### config.mk
export PLATFORM = sky130hd
export DESIGN_NAME = axi4lite_slave_regs
export DESIGN_NICKNAME = d
export VERILOG_FILES = /design/src/rtl/axi4lite_pkg.sv /design/src/rtl/axi4lite_reg_file.sv /design/src/rtl/axi4lite_slave_regs.sv
export SDC_FILE = /design/constraint.sdc
export NUM_CORES = 1
export LEC_CHECK = 0
export CAP_MARGIN = 40
export CORE_AREA = 2 2 227 229
export CTS_CLUSTER_DIAMETER = 40
export DETAILED_ROUTE_END_ITERATION = 12
export DIE_AREA = 0 0 229 231
export PLACE_DENSITY = 0.74
export SETUP_SLACK_MARGIN = 0.2
export SYNTH_ARGS = -nofsm -noshare
export SYNTH_HDL_FRONTEND = slang
export SYNTH_SLANG_ARGS = --single-unit
### constraint.sdc
create_clock -name A_CLK -period 2.7 [get_ports A_CLK]
set_input_delay 0.54 -clock A_CLK [delete_from_list [all_inputs] [get_ports A_CLK]]
set_output_delay 0.54 -clock A_CLK [all_outputs]
set_load 0.03 [all_outputs]
### src/rtl/axi4lite_pkg.sv
// rtl/axi4lite_pkg.sv - shared response and FSM state types for the AXI4-Lite register slave
package axi4lite_pkg;

  typedef enum logic [1:0] {
    OKAY   = 2'b00,
    SLVERR = 2'b10
  } resp_t;

  typedef enum logic {
    W_IDLE,
    W_RESP
  } wr_state_t;

  typedef enum logic {
    R_IDLE,
    R_DATA
  } rd_state_t;

endpackage

### src/rtl/axi4lite_reg_file.sv
// rtl/axi4lite_reg_file.sv - register array with byte-enable write port and combinational read port
module axi4lite_reg_file
  import axi4lite_pkg::*;
#(
  parameter int                    DATA_WIDTH  = 32,
  parameter int                    NUM_REGS    = 16,
  parameter int                    IDX_W       = $clog2(NUM_REGS),
  parameter logic [DATA_WIDTH-1:0] RESET_VALUE = '0
) (
  input  logic                    clk,
  input  logic                    rst_n,
  input  logic                    wr_en,
  input  logic [IDX_W-1:0]        wr_idx,
  input  logic [DATA_WIDTH-1:0]   wr_data,
  input  logic [DATA_WIDTH/8-1:0] wr_strb,
  input  logic [IDX_W-1:0]        rd_idx,
  output logic [DATA_WIDTH-1:0]   rd_data
);

  logic [DATA_WIDTH-1:0] regs [NUM_REGS];

  always_ff @(posedge clk or negedge rst_n) begin
    if (!rst_n) begin
      for (int i = 0; i < NUM_REGS; i++) regs[i] <= RESET_VALUE;
    end else if (wr_en) begin
      for (int b = 0; b < DATA_WIDTH/8; b++) begin
        if (wr_strb[b]) regs[wr_idx][b*8 +: 8] <= wr_data[b*8 +: 8];
      end
    end
  end

  // Callers mask out-of-range indices, so no bounds guard here.
  assign rd_data = regs[rd_idx];

endmodule

### src/rtl/axi4lite_slave_regs.sv
// rtl/axi4lite_slave_regs.sv - AXI4-Lite slave fronting NUM_REGS registers; independent read/write FSMs
// Define AXIL_SLV_WSTRB_EN to honour W_STRB byte lanes; otherwise every in-range write is full-word.
module axi4lite_slave_regs
  import axi4lite_pkg::*;
#(
  parameter int                    ADDR_WIDTH  = 32,
  parameter int                    DATA_WIDTH  = 32,
  parameter int                    NUM_REGS    = 16,
  parameter logic [DATA_WIDTH-1:0] RESET_VALUE = '0
) (
  input  logic                    A_CLK,
  input  logic                    A_RSTn,
  input  logic                    AW_VALID,
  output logic                    AW_READY,
  input  logic [ADDR_WIDTH-1:0]   AW_ADDR,
  input  logic                    W_VALID,
  output logic                    W_READY,
  input  logic [DATA_WIDTH-1:0]   W_DATA,
  input  logic [DATA_WIDTH/8-1:0] W_STRB,
  output logic                    B_VALID,
  input  logic                    B_READY,
  output logic [1:0]              B_RESP,
  input  logic                    AR_VALID,
  output logic                    AR_READY,
  input  logic [ADDR_WIDTH-1:0]   AR_ADDR,
  output logic                    R_VALID,
  input  logic                    R_READY,
  output logic [DATA_WIDTH-1:0]   R_DATA,
  output logic [1:0]              R_RESP
);

  localparam int LSB    = $clog2(DATA_WIDTH/8);
  localparam int STRB_W = DATA_WIDTH/8;
  localparam int IDX_W  = $clog2(NUM_REGS);

  wr_state_t             wr_state;
  rd_state_t             rd_state;
  logic                  aw_held, w_held;
  logic [ADDR_WIDTH-1:0] aw_addr_q;
  logic [DATA_WIDTH-1:0] w_data_q;
  logic [STRB_W-1:0]     w_strb_q;

  logic                  aw_hs, w_hs, wr_go, wr_in_range, rd_in_range;
  logic [ADDR_WIDTH-1:0] wr_addr, wr_word, rd_word;
  logic [DATA_WIDTH-1:0] wr_data, rf_rd_data;
  logic [STRB_W-1:0]     wr_strb;

  assign aw_hs = AW_VALID & AW_READY;
  assign w_hs  = W_VALID & W_READY;

  // Commit uses whichever of address/data is still on the bus this cycle, else the held copy.
  assign wr_addr     = aw_held ? aw_addr_q : AW_ADDR;
  assign wr_data     = w_held ? w_data_q : W_DATA;
  assign wr_word     = wr_addr >> LSB;
  assign rd_word     = AR_ADDR >> LSB;
  assign wr_in_range = wr_word < ADDR_WIDTH'(NUM_REGS);
  assign rd_in_range = rd_word < ADDR_WIDTH'(NUM_REGS);
  assign wr_go       = (wr_state == W_IDLE) && (aw_hs || aw_held) && (w_hs || w_held);

`ifdef AXIL_SLV_WSTRB_EN
  assign wr_strb = w_held ? w_strb_q : W_STRB;
`else
  assign wr_strb = '1;
  logic unused_strb;
  assign unused_strb = ^{W_STRB, w_strb_q};
`endif

  axi4lite_reg_file #(
    .DATA_WIDTH (DATA_WIDTH),
    .NUM_REGS   (NUM_REGS),
    .IDX_W      (IDX_W),
    .RESET_VALUE(RESET_VALUE)
  ) u_reg_file (
    .clk    (A_CLK),
    .rst_n  (A_RSTn),
    .wr_en  (wr_go && wr_in_range),
    .wr_idx (wr_word[IDX_W-1:0]),
    .wr_data(wr_data),
    .wr_strb(wr_strb),
    .rd_idx (rd_word[IDX_W-1:0]),
    .rd_data(rf_rd_data)
  );

  always_ff @(posedge A_CLK or negedge A_RSTn) begin
    if (!A_RSTn) begin
      wr_state  <= W_IDLE;
      aw_held   <= 1'b0;
      w_held    <= 1'b0;
      aw_addr_q <= '0;
      w_data_q  <= '0;
      w_strb_q  <= '0;
      AW_READY  <= 1'b0;
      W_READY   <= 1'b0;
      B_VALID   <= 1'b0;
      B_RESP    <= OKAY;
    end else begin
      case (wr_state)
        W_IDLE: begin
          if (aw_hs) begin
            aw_addr_q <= AW_ADDR;
            aw_held   <= 1'b1;
          end
          if (w_hs) begin
            w_data_q <= W_DATA;
            w_strb_q <= W_STRB;
            w_held   <= 1'b1;
          end
          if (wr_go) begin
            aw_held  <= 1'b0;
            w_held   <= 1'b0;
            AW_READY <= 1'b0;
            W_READY  <= 1'b0;
            B_VALID  <= 1'b1;
            B_RESP   <= wr_in_range ? OKAY : SLVERR;
            wr_state <= W_RESP;
          end else begin
            AW_READY <= !(aw_held || aw_hs);
            W_READY  <= !(w_held || w_hs);
          end
        end
        W_RESP: begin
          if (B_READY) begin
            B_VALID  <= 1'b0;
            AW_READY <= 1'b1;
            W_READY  <= 1'b1;
            wr_state <= W_IDLE;
          end
        end
        default: wr_state <= W_IDLE;
      endcase
    end
  end

  // The port named R_DATA hides the package literal, so read states are package-qualified.
  always_ff @(posedge A_CLK or negedge A_RSTn) begin
    if (!A_RSTn) begin
      rd_state <= axi4lite_pkg::R_IDLE;
      AR_READY <= 1'b0;
      R_VALID  <= 1'b0;
      R_DATA   <= '0;
      R_RESP   <= OKAY;
    end else begin
      case (rd_state)
        axi4lite_pkg::R_IDLE: begin
          if (AR_VALID && AR_READY) begin
            R_DATA   <= rd_in_range ? rf_rd_data : '0;
            R_RESP   <= rd_in_range ? OKAY : SLVERR;
            R_VALID  <= 1'b1;
            AR_READY <= 1'b0;
            rd_state <= axi4lite_pkg::R_DATA;
          end else begin
            AR_READY <= 1'b1;
          end
        end
        axi4lite_pkg::R_DATA: begin
          if (R_READY) begin
            R_VALID  <= 1'b0;
            AR_READY <= 1'b1;
            rd_state <= axi4lite_pkg::R_IDLE;
          end
        end
        default: rd_state <= axi4lite_pkg::R_IDLE;
      endcase
    end
  end

endmodule

==> Word level (Yosys, flattened, before mapping) <==
Cells that the tools add are included.
{ "totals": {"regBits": 621, "output_inout_bits": 41, "wordCells": 111} }
{ "classes": {"n_mux": 47, "reduce_logical": 19, "order_cmp": 5, "eq_ne": 4, "bitwise_logic": 6} }
{ "op_table": {"columns": ["cell", "count"], "rows": [
  ["512-bit bitwise mux", 4],
  ["512-bit 2-to-1 mux", 3],
  ["32-bit demux with 4-bit select", 4],
  ["32-bit 2-to-1 mux", 6],
  ["32-bit binary-select mux with 4-bit select", 1],
  ["30-bit by 5-bit < comparator with 1-bit output (second input constant)", 2],
  ["24-bit 2-to-1 mux", 1],
  ["1-bit 2-to-1 mux", 17],
  ["16-bit 2-to-1 mux", 1],
  ["2-bit AND reduction", 8],
  ["1-bit case mux with 2 select lines", 7],
  ["5-bit greater-or-equal comparator (second input constant)", 2],
  ["4-bit NOT with 5-bit output", 2],
  ["8-bit 2-to-1 mux", 1],
  ["2-bit != test (second input constant)", 4],
  ["1-bit logical AND", 5],
  ["5-bit by 1-bit < comparator with 1-bit output (second input constant)", 1],
  ["2-bit 2-to-1 mux", 2],
  ["2-bit nonzero test", 2],
  ["1-bit AND", 2],
  ["1-bit logical NOT", 2],
  ["1-bit logical OR", 2],
  ["1-bit NOT", 2]
]} }

==> Depth between registers and ports, before layout <==
{ "logic_depth": {"ltp_word": 13, "mapped_depth": 9, "depth_no_buf": 5} }

==> Cells and area by module <==
Synthesis repeated with hierarchy kept, for this count alone.
{ "unflattened": {"cells_unflattened": 1767, "hier_area_um2": 27913.0} }
{ "modules_own_cells": {"columns": ["mod", "seq_area_each_um2", "area_each_um2", "cells_per_inst", "n_inst"], "rows": [
  ["axi4lite_reg_file", 12812.3, 23383.7, 1446, 1],
  ["axi4lite_slave_regs", 2627.5, 4529.3, 321, 1]
]} }

==> Worst setup path before layout <==
OpenSTA, ideal clock, no wires.
{ "synth_path": {"kind": "reg-to-reg", "from": "register aw_held", "to": "register u_reg_file.regs[129] in the netlist's numbering", "setup_time_ps": 125, "synth_period_minus_slack_ps": 2252, "setup_slack_ps": 448, "arrival_ps": 2128, "n_path_buf": 4, "t_required_ps": 2575, "stages_incl_launch_ff": 8, "cell_sequence": "dfrtp_1 -> buf_4 -> buf_4 -> o31ai_2 -> and4b_1 -> clkbuf_2 -> buf_4 -> mux2_2"} }
{ "synth_between": {"elab_chain_len": 13, "elab_cells_between_ends": 22, "cone_classes": "3 x order compare; 13 x mux; 1 x bitwise; 5 x reduce/logical"} }
{ "synth_rtl": {"columns": ["item", "line_no", "text"], "rows": [
  ["start, declared", "axi4lite_slave_regs.sv:38", "logic aw_held, w_held;"],
  ["start signal, assigned", "axi4lite_slave_regs.sv:87", "aw_held <= 1'b0;"],
  ["start signal, assigned", "axi4lite_slave_regs.sv:101", "aw_held <= 1'b1;"],
  ["start signal, assigned", "axi4lite_slave_regs.sv:109", "aw_held <= 1'b0;"],
  ["32-bit 2-to-1 mux", "axi4lite_slave_regs.sv:52", "assign wr_addr = aw_held ? aw_addr_q : AW_ADDR;"],
  ["4-bit NOT with 5-bit output (implied by the code)", "axi4lite_reg_file.sv:27", "if (wr_strb[b]) regs[wr_idx][b*8 +: 8] <= wr_data[b*8 +: 8];"],
  ["5-bit greater-or-equal comparator (implied by the code) / 5-bit by 1-bit < comparator with 1-bit output (equally long branches)", "axi4lite_reg_file.sv:27", null],
  ["1-bit logical AND (implied by the code)", "axi4lite_reg_file.sv:27", null],
  ["8-bit 2-to-1 mux (implied by the code)", "axi4lite_reg_file.sv:27", null],
  ["32-bit demux with 4-bit select", "axi4lite_reg_file.sv:27", null],
  ["512-bit bitwise mux", "axi4lite_reg_file.sv:27", null],
  ["512-bit 2-to-1 mux", "axi4lite_reg_file.sv:25", "end else if (wr_en) begin"],
  ["512-bit bitwise mux", "axi4lite_reg_file.sv:27", null],
  ["512-bit 2-to-1 mux", "axi4lite_reg_file.sv:25", null],
  ["512-bit bitwise mux", "axi4lite_reg_file.sv:27", null],
  ["512-bit 2-to-1 mux", "axi4lite_reg_file.sv:25", null],
  ["512-bit bitwise mux", "axi4lite_reg_file.sv:27", null],
  ["end signal, assigned by index", "axi4lite_reg_file.sv:27", null],
  ["end, declared", "axi4lite_reg_file.sv:20", "logic [DATA_WIDTH-1:0] regs [NUM_REGS];"]
]} }
Parallel ways exist; a longest one is shown, timed or not. The select of a mux whose other input is x is not followed.
A chain may end at the register's enable or synchronous reset.

==> Worst setup path in the final report <==
{ "layout_path": {"from": "register aw_addr_q[15]", "to": "register u_reg_file.regs[267] in the netlist's numbering"} }
{ "layout_between": {"elab_chain_len": 3} }
{ "layout_rtl": {"columns": ["item", "line_no", "text"], "rows": [
  ["start, declared", "axi4lite_slave_regs.sv:39", "logic [ADDR_WIDTH-1:0] aw_addr_q;"],
  ["start signal, assigned", "axi4lite_slave_regs.sv:89", "aw_addr_q <= '0;"],
  ["start signal, assigned", "axi4lite_slave_regs.sv:100", "aw_addr_q <= AW_ADDR;"],
  ["32-bit 2-to-1 mux", "axi4lite_slave_regs.sv:52", null],
  ["30-bit by 5-bit < comparator with 1-bit output", "axi4lite_slave_regs.sv:56", "assign wr_in_range = wr_word < ADDR_WIDTH'(NUM_REGS);"],
  ["1-bit logical AND", "axi4lite_slave_regs.sv:76", ".wr_en (wr_go && wr_in_range),"]
]} }
Every way passes these cells.

==> results.sh <==
export IMPL_rr_startpoint="aw_addr_q[15]"
export IMPL_nFillCells=3603
export IMPL_dp_hpwl_mm=38.0
export IMPL_criticalPathCategory="register to register"
export IMPL_synth_cells=1736
export IMPL_die_area_um2=52900
export IMPL_critical_path_top_delay_family="simple AND/OR/NAND/NOR gates"
export IMPL_critPathCapture="u_reg_file.regs[267]"
export IMPL_layout_drive_gt1_share=0.428
export IMPL_io_buffers=137
export IMPL_antenna_cells=0
export IMPL_detail_route_antenna_nets=0
export IMPL_drv_slew=0
export IMPL_die_height_um=231
export IMPL_core_area_um2=50700
export IMPL_max_slew_margin_rel=0.405
export IMPL_utilization=0.663
export IMPL_drcViolationCount=0
export IMPL_grt_max_degree=70
export IMPL_synth_edf_count=0
export IMPL_tightest_slew_ns=0.890
export IMPL_wire_per_inst_um=23.9
export IMPL_hold_path_class="register to register"
export IMPL_die_x_um=229
export IMPL_cp_slowest_stage_delay_ns=0.39
export IMPL_post_synth_top_count_cell="dfrtp_1"
export IMPL_cp_data_required_time_ns=3.21
export IMPL_synth_top_area_share=0.560
export IMPL_synthArstFlopShare=1.00
export IMPL_synth_ff_type="dfrtp_1"
export IMPL_syn_to_final_growth_pct=21.8
export IMPL_ys_seq_area_frac=0.560
export IMPL_fmax_ghz=0.411
export IMPL_yosysTopAreaCell="dfrtp_1"
export IMPL_clk_pin_slew_ns=0.06
export IMPL_end_kind="register"
export IMPL_synth_area_per_cell_um2=15.9
export IMPL_drtIter0Drc=1018
export IMPL_vias=16013
export IMPL_crit_arrival_ns=2.95
export IMPL_finalSetupViolCount=0
export IMPL_crit_start="aw_addr_q[15]"
export IMPL_antenna_found_initial=0
export IMPL_ir_drop_mv=0.648
export IMPL_crit_cells=6
export IMPL_cts_tree="built"
export IMPL_wl_mm=63.7
export IMPL_grt_first_pass_wirelength_mm=102
export IMPL_timing_rr_end="u_reg_file.regs[267]"
export IMPL_hold_slack_ns=0.477
export IMPL_finalClockSkew_ns=0.0193
export IMPL_grtUsageTotal=0.248
export IMPL_yosysWarnings=0
export IMPL_grt_pass1_vias=17684
export IMPL_rsz0062_at_grt="false"
export IMPL_start_util=0.544
export IMPL_crit_chain="nor4b_2 > nand3_2 > a22oi_2 > and4b_2 > buf_4 > mux2_2"
export IMPL_ctsHtreeMaxLevel=3
export IMPL_crit_buf_inv=1
export IMPL_clk_path_buf_depth=3
export IMPL_yosys_top_cells_count="617 x dfrtp_1, 435 x mux2_2, 169 x mux2_1, 128 x mux4_2, 75 x clkbuf_1"
export IMPL_ios=148
export IMPL_synth_cell_type_count=41
export IMPL_fin_nets=2024
export IMPL_slowest_stage="dfrtp_1"
export IMPL_period_minus_slack_ns=2.44
export IMPL_clock_latency_ns=0.64
export IMPL_outcome="complete, no violations"
export IMPL_critical_path_peak_fanout=11
export IMPL_gp_congestion=0.778
export IMPL_r2r_slack_ns=0.26
export IMPL_power_density_nw_per_um2=757
export IMPL_global_route_overflow_total=0
export IMPL_cts_sinks=617
export IMPL_synth_area_um2=27600
export IMPL_cts_buffers=89
export IMPL_placementRows=83
export IMPL_total_power_uw=25400
export IMPL_period_share=0.902
export IMPL_final_hold_viol_count=0
export IMPL_synth_seq_cells=617
export IMPL_crit_path_start_kind="register"
export IMPL_p_leak_uw=0.0163
export IMPL_first_pass_iters=4
export IMPL_cap_violations=0
export IMPL_clockRootBuffer="clkbuf_16"
export IMPL_worstRegToRegCells=6
export IMPL_vias_per_cell=6.00
export IMPL_yosys_top_cells_area="dfrtp_1 56%, mux2_2 18%, mux4_2 10%"
-- worst min path at each step --
stage,from,end,slack (ns),cells after the start
after floorplan,A_RSTn,AR_READY,0.24,0
after global placement,u_reg_file.regs[276],u_reg_file.regs[276],0.46,1
after detailed placement,u_reg_file.regs[278],u_reg_file.regs[278],0.47,1
after CTS,u_reg_file.regs[278],u_reg_file.regs[278],0.48,1
after global routing,u_reg_file.regs[36],u_reg_file.regs[36],0.50,1
final,u_reg_file.regs[278],u_reg_file.regs[278],0.48,1
-- flip-flops by register name, indices dropped and copies added (netlist names) --
signal / count
u_reg_file.regs: 512
R_DATA: 32
w_data_q: 32
aw_addr_q: 30
AR_READY: 1
AW_READY: 1
B_RESP: 1
B_VALID: 1
R_RESP: 1
R_VALID: 1
W_READY: 1
aw_held: 1
rd_state: 1
w_held: 1
wr_state: 1
-- worst register-to-register path: stages, from the launching register on --
cell and delay, ns:
dfrtp_1 0.39, nor4b_2 0.39, nand3_2 0.23, a22oi_2 0.36, and4b_2 0.32, buf_4 0.25, mux2_2 0.38
-- repair_timing --
item | 4_1_cts | 5_1_grt
setup endpoints to repair | 283 | 125
buffers inserted | 0 | 3
gates resized for setup | 2 | 4
pin swaps | 0 | 6
gates cloned | 0 | 2
hold buffers | 1 | 0
hold endpoints to repair | 53 | 0
-- placed cells by master, fill, tap and decap left out, drive strengths merged --
cell type | netlist | routed
nand3 | 3 | 3
a22o | 33 | 33
nor3 | 6 | 6
nand2 | 41 | 41
dfrtp | 617 | 617
o2bb2ai | 2 | 2
or4 | 1 | 1
clkinvlp | 0 | 12
dlygate4sd3 | 0 | 1
or3 | 2 | 2
nor4b | 2 | 2
o21ai | 3 | 3
mux4 | 128 | 128
conb | 1 | 2
a21o | 1 | 1
bufinv | 0 | 13
nand2b | 2 | 2
buf | 75 | 102
and4b | 4 | 4
nand4b | 2 | 2
clkbuf | 76 | 110
clkinv | 0 | 23
nor2b | 4 | 4
a32oi | 2 | 2
a21oi | 7 | 7
and2 | 2 | 2
a22oi | 65 | 66
nand3b | 4 | 4
o31a | 1 | 1
and4 | 1 | 1
mux2 | 604 | 604
nand4 | 12 | 12
o31ai | 4 | 4
nor2 | 12 | 12
nor4 | 13 | 13
clkdlybuf4s50 | 0 | 134
inv | 6 | 14
-- kinds of logic after synthesis --
group	share of synthesized area
AOI/OAI and AO/OA	0.0348
buffers and inverters	0.0278
DFF	0.560
muxes	0.351
other	0.000136
and+or+nand+nor	0.0263
-- metal layers --
metal,GRT usage,up-vias,share of wire,wire [um]
met1,0.335,8645,0.43,27700
met5,0,-,0,0
li1,-,6921,-,-
met4,0.0812,0,0.025,1580
met3,0.0358,120,0.038,2390
met2,0.417,327,0.50,32100
-- power by group --
group	total [uW]	switching (uW)	internal [uW]
registers	10100	320	9800
clock network	12100	4450	7630
logic	3230	1970	1260
-- per-stage QoR --
stage                     instance area [um2]  TNS [ns]  setup slack, ns  instances
after floorplan                         27600         0            0.448       1737
after global placement                  30300    -88.87           -0.308       2499
after detailed placement                30300    -93.65           -0.332       2500
after CTS                               33500         0            0.245       2665
after global routing                    33600         0            0.182       2670
final                                   33600         0            0.265       2670
-- area by class of cell --
cell class	count	area, um2	share of cell area
Clock buffer	108	2380	0.0708
Multi-Input combinational cell	964	11500	0.341
Inverter	6	22.5	0.000670
Timing Repair Buffer	239	2660	0.0790
Tap cell	680	851	0.0253
Sequential cell	617	15400	0.460
Clock inverter	56	796	0.0237
Power figures use the tool's default switching activity.
